## src/rtl/cn_pkg.sv

```systemverilog
// Shared CryptoNight core definitions: scratchpad geometry, requester IDs and
// the scratchpad arbiter state encoding.
package cn_pkg;

  localparam int SP_ADDR_WIDTH = 5;
  localparam int SP_DATA_WIDTH = 128;

  typedef enum logic {
    PORT_A = 1'b0,
    PORT_B = 1'b1
  } port_e;

  typedef enum logic [1:0] {
    ARB    = 2'd0,
    LOCK_A = 2'd1,
    LOCK_B = 2'd2
  } arb_state_e;

endpackage

```

## src/rtl/spram.sv

```systemverilog
// Single-port scratchpad RAM with a registered read port: data for a read
// issued in cycle N appears on dout in cycle N+1.
module spram #(
  parameter int ADDR_WIDTH = 5,
  parameter int DATA_WIDTH = 128
) (
  input  logic                  clk,
  input  logic                  cs,
  input  logic                  we,
  input  logic [ADDR_WIDTH-1:0] addr,
  input  logic [DATA_WIDTH-1:0] din,
  output logic [DATA_WIDTH-1:0] dout
);

  logic [DATA_WIDTH-1:0] mem [2**ADDR_WIDTH];
  logic [DATA_WIDTH-1:0] dout_q;

  always_ff @(posedge clk) begin
    if (cs) begin
      if (we) mem[addr] <= din;
      else    dout_q    <= mem[addr];
    end
  end

  assign dout = dout_q;

endmodule

```

## src/rtl/spram_arb2.sv

```systemverilog
// Two-port round-robin arbiter with bounded lock in front of the scratchpad.
// Grants are combinational; read data returns one cycle after the grant.
module spram_arb2
  import cn_pkg::*;
#(
  parameter int ADDR_WIDTH = SP_ADDR_WIDTH,
  parameter int DATA_WIDTH = SP_DATA_WIDTH,
  parameter int MAX_LOCK   = 4
) (
  input  logic                  clk,
  input  logic                  rst,
  input  logic                  a_req,
  input  logic                  a_we,
  input  logic                  a_lock,
  input  logic [ADDR_WIDTH-1:0] a_addr,
  input  logic [DATA_WIDTH-1:0] a_wdata,
  output logic                  a_gnt,
  output logic                  a_rvalid,
  output logic [DATA_WIDTH-1:0] a_rdata,
  input  logic                  b_req,
  input  logic                  b_we,
  input  logic                  b_lock,
  input  logic [ADDR_WIDTH-1:0] b_addr,
  input  logic [DATA_WIDTH-1:0] b_wdata,
  output logic                  b_gnt,
  output logic                  b_rvalid,
  output logic [DATA_WIDTH-1:0] b_rdata
);

  arb_state_e            state_q, state_d;
  port_e                 last_q, last_d;
  logic [3:0]            lockCnt_q, lockCnt_d;
  logic                  aRvalid_q, bRvalid_q;
  logic [ADDR_WIDTH-1:0] addrHold_q;
  logic                  grantA, grantB, lockOk;
  logic                  ramCs, ramWe;
  logic [ADDR_WIDTH-1:0] ramAddr;
  logic [DATA_WIDTH-1:0] ramDin, ramDout;

  // In a lock only the owner can be granted; otherwise ties go to the port not granted last.
  always_comb begin
    grantA = 1'b0;
    grantB = 1'b0;
    case (state_q)
      LOCK_A: grantA = a_req;
      LOCK_B: grantB = b_req;
      default: begin
        if (a_req && b_req) begin
          grantA = (last_q == PORT_B);
          grantB = (last_q == PORT_A);
        end else begin
          grantA = a_req;
          grantB = b_req;
        end
      end
    endcase
    if (rst) begin
      grantA = 1'b0;
      grantB = 1'b0;
    end
  end

  // lockCnt_q counts grants already taken in the current lock run (0 in ARB).
  assign lockOk = (int'(lockCnt_q) + 1) < MAX_LOCK;

  always_comb begin
    state_d   = ARB;
    lockCnt_d = '0;
    last_d    = last_q;
    if (grantA)      last_d = PORT_A;
    else if (grantB) last_d = PORT_B;
    if (lockOk && ((grantA && a_lock) || (grantB && b_lock))) begin
      state_d   = grantA ? LOCK_A : LOCK_B;
      lockCnt_d = lockCnt_q + 4'd1;
    end
  end

  always_ff @(posedge clk or posedge rst) begin
    if (rst) begin
      state_q    <= ARB;
      last_q     <= PORT_B;
      lockCnt_q  <= '0;
      aRvalid_q  <= 1'b0;
      bRvalid_q  <= 1'b0;
      addrHold_q <= '0;
    end else begin
      state_q    <= state_d;
      last_q     <= last_d;
      lockCnt_q  <= lockCnt_d;
      aRvalid_q  <= grantA & ~a_we;
      bRvalid_q  <= grantB & ~b_we;
      addrHold_q <= ramAddr;
    end
  end

  // The address bus parks on the last granted address so it does not toggle when idle.
  assign ramCs   = grantA | grantB;
  assign ramWe   = grantA ? a_we : (grantB & b_we);
  assign ramAddr = grantA ? a_addr : (grantB ? b_addr : addrHold_q);
  assign ramDin  = grantB ? b_wdata : a_wdata;

  spram #(
    .ADDR_WIDTH(ADDR_WIDTH),
    .DATA_WIDTH(DATA_WIDTH)
  ) uRam (
    .clk (clk),
    .cs  (ramCs),
    .we  (ramWe),
    .addr(ramAddr),
    .din (ramDin),
    .dout(ramDout)
  );

  assign a_gnt    = grantA;
  assign b_gnt    = grantB;
  assign a_rvalid = aRvalid_q;
  assign b_rvalid = bRvalid_q;
  assign a_rdata  = ramDout;
  assign b_rdata  = ramDout;

endmodule

```

## config.mk

```make
export PLATFORM = sky130hd
export DESIGN_NAME = spram_arb2
export DESIGN_NICKNAME = d
export VERILOG_FILES = /design/src/rtl/cn_pkg.sv /design/src/rtl/spram.sv /design/src/rtl/spram_arb2.sv
export SDC_FILE = /design/constraint.sdc
export NUM_CORES = 2
export LEC_CHECK = 0
export CAP_MARGIN = 40
export CORE_MARGIN = 1
export CORE_UTILIZATION = 55
export DETAILED_ROUTE_END_ITERATION = 7
export GPL_ROUTABILITY_DRIVEN = 0
export PLACE_DENSITY_LB_ADDON = 0.12
export SLEW_MARGIN = 10
export SYNTH_ARGS = -nofsm -noshare
export SYNTH_HDL_FRONTEND = slang
export SYNTH_SLANG_ARGS = --single-unit
```

## constraint.sdc

```tcl
create_clock -name clk -period 8.14 [get_ports clk]
set_input_delay 1.221 -clock clk [delete_from_list [all_inputs] [get_ports clk]]
set_output_delay 1.221 -clock clk [all_outputs]
set_load 0.05 [all_outputs]
```

; ---- Word level (Yosys, flattened, before mapping)
; Memories as Yosys holds them, arrays and structs flattened. A register that Yosys moved wholly into a read port is not among the register bits.
; Cells that the tools add are included.
[totals]
mem_count = 1
regBits = 14
input_bits = 274
ramBits = 4096
out_inout_bits = 260
[op_classes]
eq_ne = 2
n_lt_le_gt_ge = 1
n_bitwise = 8
reduce_logical = 7
n_mux = 18
n_addsub = 2
[memory_table]
columns = name, depth, word_bits, read_ports, rd_clocked_by_memory_dff, write_ports, line_no
row1 = uRam.mem, 32, 128, 1, 1, 1, spram.sv:15  ; logic [DATA_WIDTH-1:0] mem [2**ADDR_WIDTH];
[ops]
columns = operator, count
row1 = 128-bit two-way mux, 1
row2 = 1-bit two-way mux, 10
row3 = 5-bit two-way mux, 2
row4 = 4-bit by 1-bit adder with 5-bit output (second input constant), 1
row5 = 5-bit by 3-bit < comparator with 1-bit output (second input constant), 1
row6 = 4-bit by 1-bit adder with 4-bit output (second input constant), 1
row7 = 1-bit logical AND, 4
row8 = 2-bit two-way mux, 2
row9 = 4-bit two-way mux, 1
row10 = 1-bit NOT, 4
row11 = 1-bit one-hot mux with 2 select lines, 2
row12 = 1-bit AND, 3
row13 = 2-bit by 1-bit == test with 1-bit output (second input constant), 1
row14 = 2-bit == test (second input constant), 1
row15 = 2-bit AND reduction, 1
row16 = 2-bit nonzero test, 1
row17 = 1-bit logical OR, 1
row18 = 1-bit OR, 1

; ---- Depth between registers and ports, before layout
[depth]
ltp_word = 9
depth_mapped = 16
depth_no_buf = 11

; ---- By module
; A second synthesis with hierarchy kept.
[unflattened]
cells_unflattened = 8553
area_unflattened_um2 = 161924.0
[modules_own_cells]
columns = mod, area_each_um2, cells_each, seq_area_each_um2, instances
row1 = spram, 158265.5, 8205, 126841.7, 1
row2 = spram_arb2, 3658.5, 348, 351.6, 1

; ---- Least setup slack after synthesis
; Ideal clock, no wire load.
[synth_timing]
kind = input port to flip-flop
startpoint = in rst
endpoint = mem uRam.mem[13][0], enable pin
setup_slack_ns = -0.927
n_path_buf = 5
path_stages = 12
setup_time_ns = 0.617
t_arrival_ns = 8.450
cell_sequence = nand2b_1 or3_1 buf_6 inv_4 o31ai_1 buf_2 buf_6 buf_4 clkbuf_1 nor2_1 nand2_1 nor2_1
[synth_via]
elab_cells_between_ends = 10
classes_between = 8 x mux / 2 x bitwise
[synth_rtl]
columns = element, line_no
row1 = start: declaration, spram_arb2.sv:11  ; input logic rst,
row2 = 1-bit two-way mux *, spram_arb2.sv:57  ; if (rst) begin
row3 = net a_gnt, spram_arb2.sv:17  ; output logic a_gnt,
row4 = 1-bit two-way mux, spram_arb2.sv:98  ; assign ramWe = grantA ? a_we : (grantB & b_we);
row5 = 1-bit two-way mux, spram.sv:20  ; if (we) mem[addr] <= din;
row6 = 1-bit two-way mux, spram.sv:19  ; if (cs) begin
row7 = 1-bit two-way mux (not written as such), spram.sv:20
row8 = end: declaration, spram.sv:15
; Mark *: on every way through the listed nets, which the timed path passes. The rest lies on a longest branch.

; ---- Final worst setup path
[layout_timing]
startpoint = reg state_q[0]
endpoint = mem uRam.mem[9][55], enable pin
[layout_via]
elab_chain_len = 8
elab_cells_between_ends = 14
classes_between = 2 x eq/ne / 10 x mux / 2 x bitwise
[layout_lines]
columns = element, line_no
row1 = start: declaration, spram_arb2.sv:30  ; arb_state_e state_q, state_d;
row2 = start signal: assignment, spram_arb2.sv:87  ; state_q <= state_d;
row3 = 2-bit == test or 2-bit by 1-bit == test with 1-bit output (tied branches), spram_arb2.sv:44  ; case (state_q)
row4 = 1-bit one-hot mux with 2 select lines, spram_arb2.sv:44
row5 = 1-bit two-way mux, spram_arb2.sv:57
row6 = 1-bit AND, spram_arb2.sv:98
row7 = 1-bit two-way mux, spram_arb2.sv:98
row8 = 1-bit two-way mux, spram.sv:20
row9 = 1-bit two-way mux, spram.sv:19
row10 = 1-bit two-way mux (not written as such), spram.sv:20
; Several ways; a longest one is shown, not always the timed one.

==> impl_metrics.env <==
export IMPL_run_status="finished clean"
export IMPL_crit_path_cell_trace="inv_1, ha_1, nor2_1, or3_1, inv_4, o31ai_4, buf_4, nand2_1, nor2_4, buf_12"
export IMPL_worstHoldPathType="register to register"
export IMPL_horiz_die_dim_um=550
export IMPL_clk_latency_ps=970
export IMPL_critPathMaxFanout=95
export IMPL_slowest_stage_cell_crit_path="buf_12"
export IMPL_buffer_ports_inserted=533
export IMPL_cts_inserted_buffers=422
export IMPL_timing_critical_path_arrival_ps=6080
export IMPL_antenna_found_initial=5
export IMPL_nNetsFinal=12000
export IMPL_unrepaired_setup_endpoints_after_global_routing="no"
export IMPL_finalMaxSlewViolations=0
export IMPL_p_per_area_nw_per_um2=284
export IMPL_dpl_instance_area_um2=174000
export IMPL_timing_rr_end="uRam.mem[9][55]"
export IMPL_final_period_utilization=0.678
export IMPL_die_footprint_um2=302000
export IMPL_vias=103000
export IMPL_worstSetupPathType="register to register"
export IMPL_drv_max_cap_violation_count=0
export IMPL_drt_wirelength_um=459000
export IMPL_coreArea_um2=298000
export IMPL_remaining_drc_errors=0
export IMPL_grt_start_max_net_pins=209
export IMPL_worst_pin_slew_ps=1170
export IMPL_ctsHoldBuffers=0
export IMPL_initial_core_utilization=0.554
export IMPL_power_ir_vdd_worst_v=0.000196
export IMPL_ctsRootBufferMaster="clkbuf_16"
export IMPL_setup_viol_count_final=0
export IMPL_synthArstFlopShare=0.00330
export IMPL_hpwl_um=220000
export IMPL_post_cts_resized=0
export IMPL_layout_cells_most_common="edfxtp_1"
export IMPL_clock_tree_from_tritoncts="yes"
export IMPL_post_drt_via_cell_ratio=6.41
export IMPL_pre_cts_slack_ps=1790
export IMPL_num_io_pins=534
export IMPL_postSynthCellCount=11500
export IMPL_timing_critical_path_from="state_q[0]"
export IMPL_post_route_util=0.632
export IMPL_most_used_cells_in_the_layout_excluding_fill_and_tap_cells="edfxtp_1, nand2_1, a21oi_1"
export IMPL_row_count=200
export IMPL_clkTransAtPathRegs_ps=60
export IMPL_postLayoutSetupSlackWorst_ps=2620
export IMPL_cp_data_required_time_ps=8700
export IMPL_first_global_vias=98700
export IMPL_r2r_worst_path_cells=10
export IMPL_r2r_start="state_q[0]"
export IMPL_synthToLayoutAreaGrowth_pct=13.9
export IMPL_drive_above_1_share=0.0886
export IMPL_antenna_violating_nets_post_route=0
export IMPL_critical_path_max_stage_delay_ps=760
export IMPL_first_iter_violations=14800
export IMPL_grt_first_pass_wirelength_um=657000
export IMPL_critical_path_startpoint_type="register"
export IMPL_synth_lib_cells_used_distinct=45
export IMPL_postSynthRegisterBits=4238
export IMPL_post_cts_setup_buffers=0
export IMPL_yosysWarningCount=0
export IMPL_grt_overflow=0
export IMPL_grtUsageTotal=0.298
export IMPL_rrSetupSlack_ps=2620
export IMPL_ys_dominant_reg_cell="edfxtp_1"
export IMPL_clock_path_buffers=4
export IMPL_achievable_frequency_mhz=181
export IMPL_postSynthAreaPerCell_um2=14.4
export IMPL_clock_sink_count=4238
export IMPL_p_leak_nw=61.0
export IMPL_slew_limit_headroom=0.220
export IMPL_synth_enable_flop_cells=4224
export IMPL_setup_worst_path_end="uRam.mem[9][55]"
export IMPL_skew_ps=39.5
export IMPL_finalWorstPathRequiredPeriod_ps=5520
export IMPL_synth_yosys_seq_area_share=0.770
export IMPL_clock_tree_htree_level_count=5
export IMPL_syn_area_um2=165000
export IMPL_timing_critical_path_to_type="register"
export IMPL_drt_pass1_iterations=8
export IMPL_die_height_um=550
export IMPL_wire_per_inst_um=28.7
export IMPL_post_route_cell_area_um2=188000
export IMPL_hold_viol=0
==> metal layers <==
layer	GRT usage	part of all wire
met1	0.417	0.40
met2	0.490	0.48
met3	0.0404	0.091
met4	0.0915	0.031
met5	0	0.000081
==> worst max-delay path, delay by kind of cell (launching register included) <==
kind / cells / cell delay (ps)
AO/OA/AOI/OAI: 1 / 510
adder cells (fa/ha/maj): 1 / 350
buffers and inverters: 4 / 1620
flip-flops: 1 / 350
AND/OR/NAND/NOR: 4 / 2090
==> power breakdown <==
part	internal (W)	leakage, nW	switching [W]
registers	0.0247	38.2	0.000179
clock network	0.0111	6.74	0.00829
logic	0.00275	16.0	0.00642
total	0.0385	61.0	0.0149
==> cell usage after synthesis (3+ instances only) <==
| cell type | instances | area [µm²] |
|---|---|---|
| nor4_1 | 4 | 25.0 |
| mux2_2 | 128 | 1440 |
| o31ai_1 | 4 | 30.0 |
| a32o_1 | 242 | 2420 |
| nor2_1 | 45 | 169 |
| edfxtp_1 | 4224 | 127000 |
| a21oi_2 | 38 | 333 |
| inv_1 | 5 | 18.8 |
| clkbuf_1 | 361 | 1360 |
| buf_6 | 14 | 158 |
| ha_1 | 3 | 37.5 |
| nand2_1 | 3080 | 11600 |
| dfrtp_1 | 13 | 325 |
| buf_1 | 45 | 169 |
| a22oi_1 | 391 | 2940 |
| buf_2 | 377 | 1890 |
| o22a_1 | 121 | 1060 |
| nand4_1 | 131 | 820 |
| nand3_1 | 273 | 1370 |
| a21oi_1 | 1258 | 6300 |
| nand3b_1 | 3 | 22.5 |
| buf_4 | 146 | 1100 |
| a32oi_1 | 512 | 4480 |
==> final cells by class <==
class                      instances  area (µm²)
antenna                            3        7.51
clock buffer                     504       11000
clock inverter                   286        2870
fill                           21300      110000
inverter                           7        45.0
multi-input combinational       6263       33500
sequential                      4238      127000
tap                             3939        4930
timing repair buffer             765        8570
==> worst min path at each step <==
stage,depth (start not counted),to,start,slack [ps]
floorplan,1,lockCnt_q[0],lockCnt_q[0],430
global placement,1,lockCnt_q[0],lockCnt_q[0],440
detailed placement,1,lockCnt_q[0],lockCnt_q[0],460
CTS,1,lockCnt_q[0],lockCnt_q[0],470
global route,1,lockCnt_q[0],lockCnt_q[0],490
finish,1,lockCnt_q[0],lockCnt_q[0],470
==> sequential cells by signal, indices dropped and copies added, names as in the netlist <==
register and cells:
uRam.mem 4096, uRam.dout 128, addrHold_q 5, lockCnt_q 4, state_q 2, a_rvalid 1
b_rvalid 1, last_q 1
==> cells by family after synthesis <==
| group | count (synthesis) | synth area share |
|---|---|---|
| DFF | 4238 | 0.770 |
| other | 1 | 0.0000227 |
| buffers and inverters | 950 | 0.0284 |
| muxes | 128 | 0.00873 |
| AOI/OAI and AO/OA | 2575 | 0.107 |
| adders and majority gates | 3 | 0.000227 |
| and+or+nand+nor | 3555 | 0.0854 |
==> per-stage QoR <==
| step | hold WS (ps) | TNS (ps) | total power (W) | std cells |
|---|---|---|---|---|
| floorplan | 433 | -3664030 | 0.0316 | 11500 |
| global placement | 443 | 0 | 0.0341 | 15200 |
| detailed placement | 461 | 0 | 0.0344 | 15200 |
| CTS | 469 | 0 | 0.0536 | 16000 |
| global route | 487 | 0 | 0.0551 | 16000 |
| finish | 468 | 0 | 0.0534 | 16000 |
No activity file was read; power rests on OpenSTA's default activity.
